<file path="src/rtl/class_result_ctrl_pkg.sv">
// rtl/class_result_ctrl_pkg.sv - network sizing constants and FSM state type for the class result controller
package class_result_ctrl_pkg;

  localparam int NET_NUM_CLASSES        = 2;
  localparam int NET_FFN_OUT_BITWIDTH   = 31;
  localparam int NET_CLASS_IDX_BITWIDTH = (NET_NUM_CLASSES > 1) ? $clog2(NET_NUM_CLASSES) : 1;

  localparam logic [6:0] HEX_BLANK = 7'h7F;

  typedef enum logic [1:0] {
    ST_IDLE,
    ST_SCAN,
    ST_HOLD
  } crc_state_e;

endpackage

</file>
<file path="src/rtl/hex_to_7seg.sv">
// rtl/hex_to_7seg.sv - 4-bit nibble to active-low seven-segment pattern, bit order gfedcba
module hex_to_7seg (
  input  logic [3:0] nibble,
  output logic [6:0] seg
);

  always_comb begin
    seg = 7'h7F;
    case (nibble)
      4'h0: seg = 7'h40;
      4'h1: seg = 7'h79;
      4'h2: seg = 7'h24;
      4'h3: seg = 7'h30;
      4'h4: seg = 7'h19;
      4'h5: seg = 7'h12;
      4'h6: seg = 7'h02;
      4'h7: seg = 7'h78;
      4'h8: seg = 7'h00;
      4'h9: seg = 7'h10;
      4'hA: seg = 7'h08;
      4'hB: seg = 7'h03;
      4'hC: seg = 7'h46;
      4'hD: seg = 7'h21;
      4'hE: seg = 7'h06;
      4'hF: seg = 7'h0E;
      default: seg = 7'h7F;
    endcase
  end

endmodule

</file>
<file path="src/rtl/class_result_ctrl.sv">
// rtl/class_result_ctrl.sv - snapshots class sums, scans one class per cycle for winner and margin, presents result on valid/ready
module class_result_ctrl
  import class_result_ctrl_pkg::*;
#(
  parameter int NUM_CLASSES = NET_NUM_CLASSES,
  parameter int SUM_WIDTH   = NET_FFN_OUT_BITWIDTH + 1,
  parameter int IDX_WIDTH   = NET_CLASS_IDX_BITWIDTH
) (
  input  logic                             clock,
  input  logic                             reset,
  input  logic                             product_rdy,
  input  logic [NUM_CLASSES*SUM_WIDTH-1:0] sum_vector,
  input  logic                             result_ready,
  output logic                             result_valid,
  output logic [IDX_WIDTH-1:0]             class_idx,
  output logic [SUM_WIDTH-1:0]             max_sum,
  output logic [SUM_WIDTH-1:0]             margin,
  output logic                             overrun,
  output logic [6:0]                       hex_class
);

  localparam logic [IDX_WIDTH-1:0] LAST_IDX = IDX_WIDTH'(NUM_CLASSES - 1);
  localparam logic [SUM_WIDTH-1:0] MOST_NEG = {1'b1, {(SUM_WIDTH-1){1'b0}}};

  crc_state_e                       state;
  logic [NUM_CLASSES*SUM_WIDTH-1:0] snapshot;
  logic [IDX_WIDTH-1:0]             scan_idx;
  logic [IDX_WIDTH-1:0]             best_idx;
  logic signed [SUM_WIDTH-1:0]      best_val;
  logic signed [SUM_WIDTH-1:0]      second_val;

  logic signed [SUM_WIDTH-1:0]      cur_val;
  logic [IDX_WIDTH-1:0]             nxt_best_idx;
  logic signed [SUM_WIDTH-1:0]      nxt_best_val;
  logic signed [SUM_WIDTH-1:0]      nxt_second_val;
  logic [SUM_WIDTH:0]               diff;
  logic [3:0]                       hex_nibble;
  logic [6:0]                       hex_seg;
  logic                             accept;

  // A pulse is only taken when idle or in the very cycle the held result leaves.
  assign accept = product_rdy &&
                  ((state == ST_IDLE) || ((state == ST_HOLD) && result_ready));

  always_comb begin
    cur_val        = snapshot[int'(scan_idx)*SUM_WIDTH +: SUM_WIDTH];
    nxt_best_idx   = best_idx;
    nxt_best_val   = best_val;
    nxt_second_val = second_val;
    if (state == ST_SCAN) begin
      if (cur_val > best_val) begin
        nxt_second_val = best_val;
        nxt_best_val   = cur_val;
        nxt_best_idx   = scan_idx;
      end else if (cur_val > second_val) begin
        nxt_second_val = cur_val;
      end
    end
  end

  // Sign-extended subtraction cannot overflow; the difference is non-negative.
  assign diff       = {nxt_best_val[SUM_WIDTH-1], nxt_best_val} -
                      {nxt_second_val[SUM_WIDTH-1], nxt_second_val};
  assign hex_nibble = (state == ST_SCAN) ? 4'(nxt_best_idx) : 4'h0;

  hex_to_7seg u_hex (
    .nibble (hex_nibble),
    .seg    (hex_seg)
  );

  always_ff @(posedge clock or posedge reset) begin
    if (reset) begin
      state        <= ST_IDLE;
      snapshot     <= '0;
      scan_idx     <= '0;
      best_idx     <= '0;
      best_val     <= '0;
      second_val   <= '0;
      result_valid <= 1'b0;
      class_idx    <= '0;
      max_sum      <= '0;
      margin       <= '0;
      overrun      <= 1'b0;
      hex_class    <= HEX_BLANK;
    end else begin
      if (product_rdy && !accept) begin
        overrun <= 1'b1;
      end

      case (state)
        ST_IDLE, ST_HOLD: begin
          if ((state == ST_HOLD) && result_ready) begin
            result_valid <= 1'b0;
            state        <= ST_IDLE;
          end
          if (accept) begin
            snapshot   <= sum_vector;
            best_idx   <= '0;
            best_val   <= sum_vector[SUM_WIDTH-1:0];
            second_val <= MOST_NEG;
            scan_idx   <= IDX_WIDTH'(1);
            if (NUM_CLASSES == 1) begin
              state        <= ST_HOLD;
              result_valid <= 1'b1;
              class_idx    <= '0;
              max_sum      <= sum_vector[SUM_WIDTH-1:0];
              margin       <= '1;
              hex_class    <= hex_seg;
            end else begin
              state <= ST_SCAN;
            end
          end
        end

        ST_SCAN: begin
          best_idx   <= nxt_best_idx;
          best_val   <= nxt_best_val;
          second_val <= nxt_second_val;
          scan_idx   <= scan_idx + IDX_WIDTH'(1);
          if (scan_idx == LAST_IDX) begin
            state        <= ST_HOLD;
            result_valid <= 1'b1;
            class_idx    <= nxt_best_idx;
            max_sum      <= nxt_best_val;
            margin       <= diff[SUM_WIDTH-1:0];
            hex_class    <= hex_seg;
          end
        end

        default: state <= ST_IDLE;
      endcase
    end
  end

endmodule

</file>
<file path="config.mk">
export PLATFORM = sky130hd
export DESIGN_NAME = class_result_ctrl
export DESIGN_NICKNAME = d
export VERILOG_FILES = /design/src/rtl/class_result_ctrl_pkg.sv /design/src/rtl/hex_to_7seg.sv /design/src/rtl/class_result_ctrl.sv
export SDC_FILE = /design/constraint.sdc
export NUM_CORES = 1
export LEC_CHECK = 0
export CORE_MARGIN = 2
export CORE_UTILIZATION = 47
export CTS_CLUSTER_DIAMETER = 120
export DETAILED_ROUTE_END_ITERATION = 8
export PLACE_DENSITY = 0.69
export SLEW_MARGIN = 10
export SYNTH_ARGS = -nofsm -noshare
export SYNTH_HDL_FRONTEND = slang
export SYNTH_SLANG_ARGS = --single-unit
</file>
<file path="constraint.sdc">
create_clock -name clock -period 11.4 [get_ports clock]
set_clock_uncertainty 0.2 [all_clocks]
set_input_delay 2.28 -clock clock [delete_from_list [all_inputs] [get_ports clock]]
set_output_delay 2.28 -clock clock [all_outputs]
set_load 0.02 [all_outputs]
</file>
==> results of run 1 <==
synthesized netlist by cell type (all sizes together) (2+ instances only):
master / n / area share (%)
inv: 82 / 2.6
or4: 3 / 0.23
a21oi: 111 / 4.8
o221ai: 2 / 0.20
o211ai: 5 / 0.32
nor2b: 7 / 0.38
nor3: 37 / 1.6
mux2: 60 / 5.8
and3: 3 / 0.16
nor4: 2 / 0.11
mux2i: 2 / 0.17
nand3: 13 / 0.56
a21o: 18 / 1.2
a2111oi: 2 / 0.15
nand4: 16 / 0.86
o21ai: 55 / 2.4
clkbuf: 53 / 1.7
xor2: 15 / 1.1
a31oi: 2 / 0.11
o22ai: 59 / 3.2
a221oi: 3 / 0.23
xnor2: 11 / 0.83
nor2: 144 / 4.6
nand2: 263 / 8.5
nor3b: 3 / 0.19
nand2b: 5 / 0.27
a21boi: 3 / 0.19
a211oi: 12 / 0.77
o21bai: 3 / 0.19
o21a: 7 / 0.45
o221a: 2 / 0.19
dfrtp: 199 / 43
and2: 4 / 0.21
o31ai: 5 / 0.32
buf: 19 / 0.89
dfstp: 2 / 0.45
a221o: 2 / 0.17
ha: 95 / 10
cell usage in the layout (no fill, tap or decap), types with 4 or more instances in the layout:
master / n
inv_1: 81
o31ai_1: 5
buf_4: 10
xor2_1: 15
clkbuf_1: 8
nor3_1: 37
clkbuf_8: 4
nor2b_1: 7
nand2_1: 261
o22ai_1: 59
nand4_1: 16
o21a_1: 7
nor2_1: 143
ha_1: 95
mux2_2: 60
a21oi_1: 109
nand2b_1: 5
clkbuf_16: 23
dfrtp_1: 199
o21ai_1: 5
o21ai_0: 50
xnor2_1: 11
a211oi_1: 12
clkdlybuf4s50_1: 140
nand3_1: 12
o211ai_1: 5
a21o_1: 18
worst max-delay path by stage:
| stage | startpoint | to | slack (ns) |
|---|---|---|---|
| 2_1_floorplan | reset | best_idx$_DFFE_PP0P_ | 3.44 |
| 3_3_place_gp | scan_idx$_DFFE_PP0P_ | margin[31]$_DFFE_PP0P_ | 4.46 |
| 3_5_place_dp | scan_idx$_DFFE_PP0P_ | margin[31]$_DFFE_PP0P_ | 4.31 |
| 4_1_cts | scan_idx$_DFFE_PP0P_ | margin[31]$_DFFE_PP0P_ | 4.28 |
| 5_1_grt | scan_idx$_DFFE_PP0P_ | margin[31]$_DFFE_PP0P_ | 3.55 |
| 6_report | scan_idx$_DFFE_PP0P_ | margin[31]$_DFFE_PP0P_ | 4.21 |
registers in the layout, summed over array words and instances (netlist names):
register and flops:
snapshot 64, best_val 32, margin 32, max_sum 32
second_val 32, hex_class 2, state 2, best_idx 1
class_idx 1, overrun 1, result_valid 1, scan_idx 1
through the flow:
stage / util [%] / cell area [µm²] / hold WS [ns] / setup slack (ns) / instances
final: 57.6 / 14000 / 0.265 / 4.21 / 1787
after global routing: 57.6 / 14000 / 0.294 / 3.55 / 1787
after CTS: 57.6 / 14000 / 0.275 / 4.28 / 1787
after detailed placement: 54.6 / 13300 / 0.259 / 4.31 / 1745
after global placement: 54.6 / 13300 / 0.254 / 4.46 / 1745
after floorplan: - / 11700 / 0.240 / 3.44 / 1343
cell type report:
type,instances,area share (%)
flip-flops and latches,201,35.9
well taps,324,2.89
clock inverters,7,0.491
multi-input cells,988,43.2
clock buffers,35,4.71
repair buffers,150,10.5
inverters,82,2.25
critical path, stage by stage (launching register included):
cell and delay, ns:
dfrtp_1 0.76, mux2i_1 0.43, inv_1 0.18, ha_1 0.37, nand4_1 0.15, nor4_1 0.59, nor2b_1 0.24, a21oi_1 0.09
a31oi_1 0.27, and2_2 0.19, buf_4 0.50, nor3_1 0.14, a21oi_1 0.16, o22ai_1 0.15, ha_1 0.32, nor2b_1 0.13
o21a_1 0.17, o21ai_1 0.24, o22ai_1 0.15, o21ai_1 0.34, o211ai_1 0.25, a21oi_1 0.33, a211oi_1 0.14, or4_1 0.51
nand3_1 0.09
cells by family (layout without fill, tap and decap cells):
family | count (synthesis) | in the layout | synth area share, %
and+or+nand+nor | 505 | 505 | 18.0
AOI/OAI and AO/OA | 298 | 298 | 15.4
DFF | 201 | 201 | 43.1
buffers and inverters | 154 | 274 | 5.23
adders and majority gates | 96 | 96 | 10.4
muxes | 62 | 62 | 5.96
xor gates and xnor gates | 26 | 26 | 1.95
other | 1 | 1 | 0.0321
routing by layer:
metal | global-route usage [%] | up-vias
li1 | - | 4827
met1 | 29.5 | 4802
met2 | 43.7 | 245
met3 | 2.98 | 64
met4 | 8.60 | 0
met5 | 0 | -
==> impl_results.md, run 1 <==
* Outcome: completed
* H-tree levels at 1
* Sequential area share after synthesis at 43.1%
* Row cnt at 57
* Drt total wl at 31200 µm
* Endpoints failing setup at 0
* Critical Path Sink Type: flop
* Mapped Avg Cell Area at 8.69 µm²
* Slew margin rel. at 23.6%
* Num CTS Buffers at 23
* First-pass GRT wire length at 50900 µm
* Vias in the first global route at 9854
* Die Width at 162 µm
* Routed length per instance at 17.5 µm
* Clk root buf: clkbuf_16
* Overall routing resource usage at 24.1%
* Synth unique cells at 59
* WHS Path Cells at 2
* Final hold vios at 0
* R2R depth at 24
* Num Clock Sinks at 201
* Via density at 5.56
* FF/Latch Area at 0.00503 mm²
* Worst r2r dst: margin[31]$_DFFE_PP0P_
* Number of synthesized flops with an enable pin at 0
* Period utilization at 63.1%
* Ys flop type: dfrtp_1
* Max Clock Freq at 139 MHz
* DP Wirelength at 22400 µm
* Met1 WL at 12800 µm
* Final TNS setup at 0 ns
* RSZ-0062 raised after global routing: false
* Hold wc startpoint: snapshot[22]$_DFFE_PP0P_
* Setup bufs post-CTS at 0
* Required @ worst endpoint at 11.64 ns
* Worst reg2reg startpoint: scan_idx$_DFFE_PP0P_
* Gpl congestion at 0.945
* Number of remaining DRC errors at 0
* Initial antenna violation count at 0
* # fillers at 2209
* Final net count at 1610
* Initial Utilization at 48.0%
* Max Used Layer: met4
* Max Cap Viol at 0
* First-pass DRT Iterations at 5
* Routed Antenna Nets at 0
* Max-slew violation count at 0
* CP max FO at 64
* Hold path endpoint: snapshot[22]$_DFFE_PP0P_
* HP Class: flop to flop
* Reg2reg setup slack at 4.21 ns
* Inserted Diodes at 0
* Via count at 9938
* Post-CTS sizing at 0
* Die ar. at 0.0261 mm²
* Async set-reset flop share out of synthesis at 100%
* IO buf count at 140
* Critical Path AT at 7.43 ns
* Largest net degree at the start of global routing at 125
* Routed wl met2 at 16100 µm
* Syn. warnings at 0
* CTS tree: done
* Core Box Area at 0.0243 mm²
* CP startpoint kind: flop
* Measured slew at the worst slew-check pin at 1.14 ns
* Hold-fix buffers at CTS at 0
* P&R area growth vs syn at 20.1%
* Post-synthesis net count at 1507
* Top Ports at 142
* Min cycle time layout at 7.19 ns
* Mapped Cells at 1343
* DRT iter0 DRCs at 584
* Crit Path Class: flop to flop
* Clock latency on the worst-skew pair at 0.52 ns
* Mapped cell area at 0.0117 mm²
* Die H at 162 µm
* Multi-input logic area at 0.00605 mm²
* Total gr overflow at 0
* Clock buffer depth at 3
* Met3 wire len at 1180 µm
* Synthesized flop and latch total at 201
* Layout cell share with drive strength beyond 1 at 8.34%
* Worst-path clk slew at 0.06 ns
Power of run 1 is not shown: default switching activity piles up to over one toggle a cycle in this logic, so the estimate is an artifact.
==> run 2, diff against run 1 <==
Clock period 11.4 ns to 7.1 ns, I/O delays scaled along.
==> impl_results.md, run 2 (same netlist as run 1, synthesis figures left out) <==
* Clk root buf: clkbuf_16
* Largest stage delay on the critical path at 0.70 ns
* Reg2reg setup slack at 0.53 ns
* R2R depth at 25
* Routed Antenna Nets at 0
* Min cycle time layout at 6.57 ns
* Period utilization at 92.6%
* Initial Utilization at 48.0%
* HP Class: flop to flop
* Fin area at 0.0141 mm²
* Largest net degree at the start of global routing at 94
* Placed cell area at 0.0133 mm²
* Critical path launch point: scan_idx$_DFFE_PP0P_
* Routed length per instance at 17.1 µm
* Final TNS setup at 0 ns
* Die ar. at 0.0261 mm²
* Inserted Diodes at 0
* Critical Path Sink Type: flop
* CP max FO at 20
* Final hold vios at 0
* Overall routing resource usage at 24.0%
* Final net count at 1616
* Die Width at 162 µm
* Hold-fix buffers at CTS at 0
* WHS Path Cells at 2
* Placed cell count at 1752
* CTS tree: done
* Max-slew violation count at 0
* P&R area growth vs syn at 20.9%
* Final setup margin at 0.525 ns
* Initial antenna violation count at 0
* Worst reg2reg startpoint: scan_idx$_DFFE_PP0P_
* Max reg flops at 64
* Worst-path clk slew at 0.06 ns
* Commonest non-fill, non-tap cells in the layout: nand2_1, dfrtp_1, nor2_1
* Drt total wl at 30600 µm
* Worst r2r dst: margin[30]$_DFFE_PP0P_
* Layout cell share with drive strength beyond 1 at 8.86%
* First-pass GRT wire length at 51100 µm
* Clock latency on the worst-skew pair at 0.51 ns
* Total gr overflow at 0
* Pre-CTS WS at 0.633 ns
* Worst Setup EP: margin[30]$_DFFE_PP0P_
* H-tree levels at 1
* Num Clock Sinks at 201
* IO buf count at 140
* Die H at 162 µm
* Max Cap Viol at 0
* Critical Path AT at 6.74 ns
* Top Ports at 142
* CP startpoint kind: flop
* Worst path slowest cell: o31ai_1
* Fin cells at 1791
* Most flop-heavy register: snapshot
* Via count at 9788
* First-pass DRT Iterations at 5
* Most common cell after layout, fill and taps aside: nand2_1
* Core Box Area at 0.0243 mm²
* Required @ worst endpoint at 7.26 ns
* Clock buffer depth at 3
* Num CTS Buffers at 22
* Via density at 5.47
* Gpl congestion at 0.969
* Crit Path Class: flop to flop
* Row cnt at 57
* DP Wirelength at 22500 µm
* Vias in the first global route at 9943
* Endpoints failing setup at 0
* Number of remaining DRC errors at 0
* Slew margin rel. at 26.4%
* Max Clock Freq at 152 MHz
* Measured slew at the worst slew-check pin at 1.10 ns
* RSZ-0062 raised after global routing: true
* Outcome: completed
* DRT iter0 DRCs at 624
run 2: cell count changes in the layout (fill, tap and decap cells not counted), sizes merged:
cell,previous run,this run
clkinvlp,2,0
bufinv,1,2
inv,83,82
buf,10,17
clkbuf,35,34
run 2: critical path: cells and delay by family, from the launching register on:
family                   cells  cell delay [ns]
multiplexers                 1             0.43
AND/OR/NAND/NOR              7             1.53
flip-flops                   1             0.35
AO/OA/AOI/OAI               11             2.56
buffers and inverters        3             0.62
adder cells (fa/ha/maj)      3             0.73
run 2: per-layer routing:
layer	up-vias	part of all wire (%)	GRT usage [%]	wire length (µm)
li1	4830	-	-	-
met1	4690	42	30.1	12900
met2	218	51	43.5	15600
met3	50	3.9	2.82	1190
met4	0	2.8	6.62	855
met5	-	0	0	0
run 2: how the worst min path moves through the flow:
| stage | start | to | slack, ns |
|---|---|---|---|
| after global placement | snapshot[18]$_DFFE_PP0P_ | snapshot[18]$_DFFE_PP0P_ | 0.25 |
| after global routing | snapshot[29]$_DFFE_PP0P_ | snapshot[29]$_DFFE_PP0P_ | 0.29 |
| after CTS | snapshot[16]$_DFFE_PP0P_ | snapshot[16]$_DFFE_PP0P_ | 0.28 |
| after detailed placement | snapshot[16]$_DFFE_PP0P_ | snapshot[16]$_DFFE_PP0P_ | 0.26 |
| after floorplan | snapshot[33]$_DFFE_PP0P_ | snapshot[33]$_DFFE_PP0P_ | 0.24 |
| final | snapshot[28]$_DFFE_PP0P_ | snapshot[28]$_DFFE_PP0P_ | 0.27 |
run 2: cell type report:
cell class | instances | area (µm²)
Timing Repair Buffer | 157 | 1530
Sequential cell | 201 | 5030
Tap cell | 324 | 405
Multi-Input combinational cell | 988 | 6060
Inverter | 82 | 315
Fill cell | 2145 | 10200
Clock buffer | 34 | 677
Clock inverter | 5 | 78.8
run 2: per-stage QoR:
| stage | hold WS [ns] | utilization [%] |
|---|---|---|
| detailed placement | 0.262 | 54.8 |
| CTS | 0.275 | 57.9 |
| floorplan | 0.240 | - |
| global placement | 0.253 | 54.8 |
| global route | 0.293 | 58.0 |
| finish | 0.271 | 58.0 |
run 2: what timing repair did:
action                                  CTS  global route
buffers inserted                          0             0
endpoints found under the setup margin    0             2
gates resized for setup                   0             2
Power of run 2 is left out for the same reason.
